$ cat src/rtl/int_ctrl.sv
// ============================================================================
// Module   : int_ctrl
// Purpose  : Memory-mapped interrupt controller (pending/enable/claim/complete)
//            for the cpu data bus. Define INT_CTRL_EDGE_EN for rising-edge
//            source detection; level-sensitive sources otherwise.
// Revision : 1.0 - initial release
// ============================================================================
`default_nettype none

module int_ctrl #(
    parameter int          NUM_SRC   = 2,
    parameter logic [31:0] BASE_ADDR = 32'h0000_0410
) (
    input  logic               clock,
    input  logic               reset,
    input  logic [NUM_SRC-1:0] src,
    input  logic [31:0]        access_addr,
    input  logic               w_en,
    input  logic [31:0]        w_data,
    input  logic               r_en,
    output logic               sel,
    output logic [31:0]        r_data,
    output logic               int_req,
    output logic [4:0]         active_id
);

    localparam logic [1:0] c_st_idle    = 2'd0;
    localparam logic [1:0] c_st_wait    = 2'd1;
    localparam logic [1:0] c_st_service = 2'd2;

    localparam logic [1:0] c_reg_pending  = 2'd0;
    localparam logic [1:0] c_reg_enable   = 2'd1;
    localparam logic [1:0] c_reg_claim    = 2'd2;
    localparam logic [1:0] c_reg_complete = 2'd3;

    logic [1:0]         r_state;
    logic [1:0]         w_state_next;
    logic               r_int_req;
    logic [4:0]         r_active_id;
    logic [NUM_SRC-1:0] r_pending;
    logic [NUM_SRC-1:0] r_enable;
    logic [NUM_SRC-1:0] w_set;
    logic [NUM_SRC-1:0] w_cand;
    logic [NUM_SRC-1:0] w_w1c;
    logic [NUM_SRC-1:0] w_claim_clr;
    logic [4:0]         w_winner;
    logic [4:0]         w_claim_id;
    logic               w_has_cand;
    logic [31:0]        w_offset;
    logic [1:0]         w_reg;
    logic               w_wr_pending;
    logic               w_wr_enable;
    logic               w_wr_complete;
    logic               w_rd_claim;
    logic               w_claim_fire;
    logic               w_complete_ok;
    logic [31:0]        w_rdata;
    logic               w_unused_bits;

    // Unsigned wrap makes a single compare cover the whole 16-byte window.
    assign w_offset = access_addr - BASE_ADDR;
    assign sel      = (w_offset < 32'd16);
    assign w_reg    = w_offset[3:2];

    assign w_wr_pending  = w_en && sel && (w_reg == c_reg_pending);
    assign w_wr_enable   = w_en && sel && (w_reg == c_reg_enable);
    assign w_wr_complete = w_en && sel && (w_reg == c_reg_complete);
    assign w_rd_claim    = r_en && sel && (w_reg == c_reg_claim);

`ifdef INT_CTRL_EDGE_EN
    logic [NUM_SRC-1:0] r_src_q;

    always_ff @(posedge clock) begin
        if (reset) begin
            r_src_q <= '0;
        end else begin
            r_src_q <= src;
        end
    end

    assign w_set = src & ~r_src_q;
`else
    assign w_set = src;
`endif

    assign w_cand     = r_pending & r_enable;
    assign w_has_cand = |w_cand;

    // Scan downwards so the lowest set index is the last assignment.
    always_comb begin
        w_winner = 5'd0;
        for (int i = NUM_SRC - 1; i >= 0; i--) begin
            if (w_cand[i]) begin
                w_winner = i[4:0];
            end
        end
    end

    assign w_claim_id    = w_winner + 5'd1;
    assign w_claim_fire  = w_rd_claim && (r_state == c_st_wait) && w_has_cand;
    assign w_complete_ok = w_wr_complete && (r_state == c_st_service)
                           && (w_data[4:0] == r_active_id);
    assign w_w1c         = w_wr_pending ? w_data[NUM_SRC-1:0] : '0;
    assign w_claim_clr   = w_claim_fire ? (NUM_SRC'(1) << w_winner) : '0;

    always_comb begin
        w_state_next = r_state;
        case (r_state)
            c_st_idle: begin
                if (w_has_cand) begin
                    w_state_next = c_st_wait;
                end
            end
            c_st_wait: begin
                if (!w_has_cand) begin
                    w_state_next = c_st_idle;
                end else if (w_claim_fire) begin
                    w_state_next = c_st_service;
                end
            end
            c_st_service: begin
                if (w_complete_ok) begin
                    w_state_next = c_st_idle;
                end
            end
            default: w_state_next = c_st_idle;
        endcase
    end

    always_ff @(posedge clock) begin
        if (reset) begin
            r_state     <= c_st_idle;
            r_int_req   <= 1'b0;
            r_active_id <= 5'd0;
            r_pending   <= '0;
            r_enable    <= '0;
        end else begin
            r_state   <= w_state_next;
            r_int_req <= (w_state_next == c_st_wait);
            // Set is OR'd in last so a new request beats W1C and claim clears.
            r_pending <= (r_pending & ~w_w1c & ~w_claim_clr) | w_set;
            if (w_wr_enable) begin
                r_enable <= w_data[NUM_SRC-1:0];
            end
            if (w_claim_fire) begin
                r_active_id <= w_claim_id;
            end else if (w_complete_ok) begin
                r_active_id <= 5'd0;
            end
        end
    end

    always_comb begin
        w_rdata = 32'd0;
        if (sel) begin
            case (w_reg)
                c_reg_pending: w_rdata = 32'(r_pending);
                c_reg_enable:  w_rdata = 32'(r_enable);
                c_reg_claim:   w_rdata = ((r_state == c_st_wait) && w_has_cand)
                                         ? 32'(w_claim_id) : 32'd0;
                default:       w_rdata = 32'd0;
            endcase
        end
    end

    assign r_data    = w_rdata;
    assign int_req   = r_int_req;
    assign active_id = r_active_id;

    assign w_unused_bits = ^{w_data, w_offset};

endmodule

`default_nettype wire

$ cat config.mk
export PLATFORM = sky130hd
export DESIGN_NAME = int_ctrl
export DESIGN_NICKNAME = d
export VERILOG_FILES = /design/src/rtl/int_ctrl.sv
export SDC_FILE = /design/constraint.sdc
export NUM_CORES = 1
export LEC_CHECK = 0
export CAP_MARGIN = 30
export CORE_MARGIN = 4
export CORE_UTILIZATION = 25
export DETAILED_ROUTE_END_ITERATION = 8
export GPL_TIMING_DRIVEN = 0
export PLACE_DENSITY = 0.77
export SLEW_MARGIN = 40
export SYNTH_ARGS = -nofsm -noshare
export SYNTH_HDL_FRONTEND = slang
export SYNTH_SLANG_ARGS = --single-unit
$ cat constraint.sdc
create_clock -name clock -period 1.9 [get_ports clock]
set_input_delay 0.19 -clock clock [delete_from_list [all_inputs] [get_ports clock]]
set_output_delay 0.19 -clock clock [all_outputs]
set_load 0.02 [all_outputs]
==> results.tsv, run 1 <==
metric	value	unit
met2 Use GR	19.46	%
Max VDD drop	0.3907	mV
Crit path arrival time	2040	ps
setup TNS	0	ps
via count	1151	
most frequent cell after synthesis	buf_4	
clk_skew	2.436	ps
setup slack, reg-to-reg	220	ps
cells after synthesis	129	
minimum clock period after layout	1864	ps
top cell type by total area after synthesis	buf_4	
hold endpoint	active_id[0]$_SDFFE_PP0P_	
grt total ovfl	0	
post-layout util	46.12	%
share of synthesized flip-flops with an asynchronous set or reset	0	%
core area	3744	um2
via/cell ratio	4.376	
Finished Cell Area	1727	um2
CTS tree	built	
Final HPWL DP	2.291	mm
CTS buffer count	3	
leakage power	0.7839	nW
M3 GR Usage	4.972	%
Initial DRC Count	31	
die area	5057	um2
Yosys Warn Count	0	
Slowest cell on crit path	or4b_4	
critical path class	in -> reg	
# IOs	109	
antenna-violating nets left	0	
crit path launch type	primary input	
H-tree depth	1	
Switching Share	30.78	%
Synth top cells by count	33 x buf_4, 9 x dfxtp_1, 9 x nor2_1, 7 x a21oi_1	
Synth Area per Inst	7.721	um2
Final setup viols	0	
drt wl/cell	11.16	um
Seq/Total Area, Yosys	18.09	%
CP max stage delay	460	ps
run status	completed	
GP Congestion	0.8105	
Ant. Diodes	0	
area grow syn2layout	73.37	%
die height	71.12	um
Initial Util	26.60	%
Critical R2R Capture	r_pending[1]$_SDFF_PP0_	
setup ws final	35.73	ps
ordered cell list for the critical path	dlygate4sd2_1, or4_4, nor2_4, and2_4, or4b_4, a2111o_1, nand3_1	
Seq pwr share	29.2	%
number of cells on the worst hold path	2	
R2R depth	6	
total wire length	2.934	mm
initial antenna violation count	0	
Psw	207.0	uW
pre-CTS WS	-987.0	ps
largest net degree at the start of global routing	11	
Int Pwr	465.5	uW
Worst path top cell family by delay	simple AND/OR/NAND/NOR gates	
post-synthesis register bit count	9	
ys flop type	dfxtp_1	
Area contributors post-synth	buf_4 25%, dfxtp_1 18%, o31ai_1 4.5%	
mapped cell area	996.0	um2
residual DRC count	0	
Pwr per Cell Area	389.5	nW/um2
Port Buf Inserts	45	
Final Hold Viols	0	
Synth top area share	24.87	%
layout cells sized above 1	39.53	%
CTS Sinks	9	
GRT busiest layer	met2	
RSZ-0062 raised after global routing	yes	
worst path required time	2080	ps
Slew Viols, Final	0	
total power draw	672.5	uW
later-pin clock latency in the skew report	240	ps
Pre-antenna DRT Iters	4	
row count	22	
M1 GR Usage	11.99	%
worst path buffer plus inverter count	1	
synth unique cells	38	
fmax	536.4	MHz
Reg clk slew, reported paths	50	ps
Max-Cap Viols	0	
CTS root buf	clkbuf_8	
first-pass GRT wire length	4.623	mm
final net count	286	
GRT Overall Usage	11.17	%
clock share of power	33.6	%
Max Root-Sink Buffers	2	
vias in the first global route	1092	
EDFF count, synth	0	
Die X	71.12	um
area post-placement	1630	um2
fin crit share	98.12	%
CP Capture Type	flop	
worst flop-to-flop path startpoint	r_pending[0]$_SDFF_PP0_	
Worst Hold Class	in -> reg	
Worst Min Path Start	reset	
Worst Path Max Fanout	4	
Comb pwr share	37.1	%
-- area by class of cell --
class	instances	area, um2
plain buffers	34	251.5
inverters	3	11.26
clock buffers	4	45.04
well taps	48	60.06
repair buffers	50	405.4
fillers	400	2017
flip-flops and latches	9	180.2
multi-input cells	115	773.2
-- power groups by stage --
| stage | combinational, mW | sequential [mW] | clock, mW |
|---|---|---|---|
| global placement | 0.243 | 0.200 | 0 |
| global route | 0.268 | 0.197 | 0.248 |
| floorplan | 0.147 | 0.199 | 0 |
| detailed placement | 0.245 | 0.200 | 0 |
| CTS | 0.245 | 0.196 | 0.234 |
| finish | 0.250 | 0.197 | 0.226 |
-- stage by stage --
stage | instances | hold slack, ps
floorplan | 161 | 319.5
global placement | 254 | 482.2
detailed placement | 254 | 488.3
CTS | 262 | 360.4
global route | 263 | 387.8
finish | 263 | 372.8
-- cells in the final DEF, fill, tap and decap left out, types with 5 or more instances in the layout --
cell type	n
nand3_1	5
conb_1	33
clkbuf_2	9
clkdlybuf4s50_1	19
a21oi_1	7
nor2_1	7
o31ai_1	6
nand4_1	5
buf_4	40
dfxtp_1	9
buf_2	6
-- worst register-to-register path: stages, from the launching register on --
cell and delay (ps):
dfxtp_1 430, a22oi_1 180, nand4b_1 310, a211oi_2 260
a31oi_1 60, o31ai_1 210, a21oi_1 90
-- sequential cells by signal, indices dropped and copies added, names as in the netlist --
| name | count |
|---|---|
| r_pending | 2 |
| active_id | 2 |
| r_state | 2 |
| r_enable | 2 |
| int_req | 1 |
-- kinds of logic after synthesis --
kind of cell    Yosys count  share of synthesized area [%]
compound gates           25                          17.09
xor+xnor                  2                          1.759
buf+inv                  37                          26.38
flops                     9                          18.09
mux                       4                          4.271
other cells               1                         0.3765
simple gates             51                          32.03
-- per-layer routing --
layer,share of wire (%),vias up,wire [um]
met5,0,-,0
met4,0.82,0,24
met3,12,4,348
met2,51,56,1484
met1,37,504,1077
li1,-,587,-
-- worst max path at each step --
stage | endpoint | start | depth (start not counted)
2_1_floorplan | r_state[1]$_SDFF_PP0_ | access_addr[19] | 6
3_3_place_gp | r_data[1] | access_addr[9] | 8
3_5_place_dp | r_data[1] | access_addr[5] | 8
4_1_cts | r_state[1]$_SDFF_PP0_ | access_addr[24] | 7
5_1_grt | r_data[0] | access_addr[15] | 8
6_report | r_state[1]$_SDFF_PP0_ | access_addr[15] | 7
-- timing repair --
action | CTS | global route
hold buffers | 0 | 0
buffers inserted | 5 | 1
endpoints found under the hold margin | 0 | 0
gates cloned | 0 | 0
setup endpoints to repair | 12 | 12
resized for setup | 76 | 21
pin swaps | 17 | 9
No activity file was read; power rests on OpenSTA's default activity.
==> inputs of run 2 (changes only) <==
CORE_UTILIZATION = 26   (was 25)
CTS_BUF_LIST = sky130_fd_sc_hd__clkbuf_4   (was not set)
PLACE_DENSITY = 0.8   (was 0.77)
SKIP_LAST_GASP = 1   (was not set)
==> results.tsv, run 2 (synthesized netlist as in run 1, its figures left out) <==
metric	value	unit	change
run status	completed		
Reg clk slew, reported paths	70	ps	+20 ps
drt wl/cell	11.72	um	+5.0%
row count	22		unchanged
Pwr per Cell Area	354.4	nW/um2	-9.0%
total wire length	3.105	mm	+5.8%
Final Hold Viols	0		unchanged
Max Root-Sink Buffers	2		unchanged
Ant. Diodes	0		unchanged
Finished Cell Area	1749	um2	+1.3%
Die X	69.89	um	-1.7%
Worst Path Max Fanout	5		+1
Max VDD drop	0.2974	mV	-24%
Pre-antenna DRT Iters	4		unchanged
H-tree depth	1		unchanged
first-pass GRT wire length	4.885	mm	+5.7%
later-pin clock latency in the skew report	270	ps	+30 ps
fin cells	265		+0.76%
leakage power	0.7963	nW	+1.6%
CTS Sinks	9		unchanged
# IOs	109		unchanged
worst path required time	1710	ps	-370 ps
CTS buffer count	3		unchanged
CP Capture Type	output pin		
residual DRC count	0		unchanged
area grow syn2layout	75.63	%	
commonest cells after routing, fill and taps aside	41 x buf_4, 33 x conb_1, 20 x clkdlybuf4s50_1		
commonest non-fill, non-tap cell in the layout	buf_4		
hold_buf cts	0		unchanged
GP Congestion	0.8422		+3.9%
via count	1184		+2.9%
vias in the first global route	1130		+3.5%
Final HPWL DP	2.393	mm	+4.4%
initial antenna violation count	0		unchanged
antenna-violating nets left	0		unchanged
largest net degree at the start of global routing	11		unchanged
Port Buf Inserts	45		unchanged
clock share of power	27.5	%	-6.1 points
Worst Hold Class	in -> reg		
Slew Viols, Final	0		unchanged
die height	69.89	um	-1.7%
crit path launch type	primary input		
fin crit share	98.83	%	+0.71 points
final net count	288		+0.70%
clk_skew	5.966	ps	+3.529 ps
grt total ovfl	0		unchanged
core area	3689	um2	-1.5%
Initial DRC Count	49		+58%
CTS tree	built		
via/cell ratio	4.468		+2.1%
Seq pwr share	31.6	%	+2.4 points
RSZ-0062 raised after global routing	yes		
critical path class	in -> out		
setup ws final	22.20	ps	-13.54 ps
layout cells sized above 1	40.55	%	+1.0 points
Crit path arrival time	1690	ps	-350 ps
Max-Cap Viols	0		unchanged
CTS root buf	clkbuf_4		
fmax	532.5	MHz	-0.72%
# fillers	397		-0.75%
Final setup viols	0		unchanged
post-layout util	47.42	%	+1.3 points
minimum clock period after layout	1878	ps	+13.54 ps
DP Cell Count	254		unchanged
pre-CTS WS	-992.0	ps	-5.015 ps
area post-placement	1630	um2	unchanged
die area	4885	um2	-3.4%
Comb pwr share	40.9	%	+3.8 points
GRT Overall Usage	11.88	%	+0.71 points
Initial Util	27.00	%	+0.40 points
Switching Share	32.82	%	+2.0 points
Psw	203.5	uW	-1.7%
Int Pwr	416.5	uW	-11%
==> run 2: layout make-up <==
type,instances,area (um2),area share (%)
Sequential cell,9,180.2,10.30
Buffer,34,251.5,14.38
Multi-Input combinational cell,115,777.0,44.42
Tap cell,48,60.06,3.433
Inverter,3,11.26,0.6438
Clock buffer,4,30.03,1.717
Timing Repair Buffer,52,439.2,25.11
==> run 2: worst paths after layout <==
kind / from / endpoint / slack (ps) / depth (start not counted)
setup / recovery: access_addr[20] / r_data[1] / 20 / 8
hold / removal: reset / active_id[0]$_SDFFE_PP0P_ / 330 / 2
setup reg to reg: r_state[0]$_SDFF_PP0_ / active_id[1]$_SDFFE_PP0P_ / 260 / 6
hold reg to reg: active_id[0]$_SDFFE_PP0P_ / active_id[0]$_SDFFE_PP0P_ / 500 / 2
==> run 2: metrics by stage <==
step	hold WS [ps]	power [mW]	setup TNS (ps)
4_1_cts	329.5	0.6136	-3.786
3_3_place_gp	482.4	0.4423	-6679
6_report	328.4	0.6200	0
5_1_grt	343.9	0.6510	-20.77
3_5_place_dp	487.4	0.4457	-7221
2_1_floorplan	319.5	0.3457	0
==> run 2: routing by layer <==
layer / vias to the layer above / wire length [um] / GRT usage [%]
met4: 0 / 25 / 3.404
met3: 4 / 352 / 4.892
li1: 591 / - / -
met2: 63 / 1664 / 21.51
met1: 526 / 1062 / 12.52
met5: - / 0 / 0
==> run 2: power by group through the flow <==
stage | logic, mW | clock network [mW] | registers [mW]
after CTS | 0.247 | 0.171 | 0.195
after global placement | 0.243 | 0 | 0.200
after global routing | 0.274 | 0.181 | 0.196
final | 0.254 | 0.170 | 0.196
after floorplan | 0.147 | 0 | 0.199
after detailed placement | 0.246 | 0 | 0.200
==> run 2: critical path, stage by stage <==
cell and delay [ps]:
dlygate4sd2_1 230, or4_4 430, nor2_4 110, and2_4 170
and4_4 250, nand2_4 80, nor2_4 110, buf_6 120
==> run 2: what timing repair did <==
| item | in CTS | in global routing |
|---|---|---|
| buffers inserted | 4 | 3 |
| pin swaps | 17 | 15 |
| gates resized for setup | 69 | 29 |
| setup endpoints to repair | 12 | 7 |
| endpoints found under the hold margin | 0 | 0 |
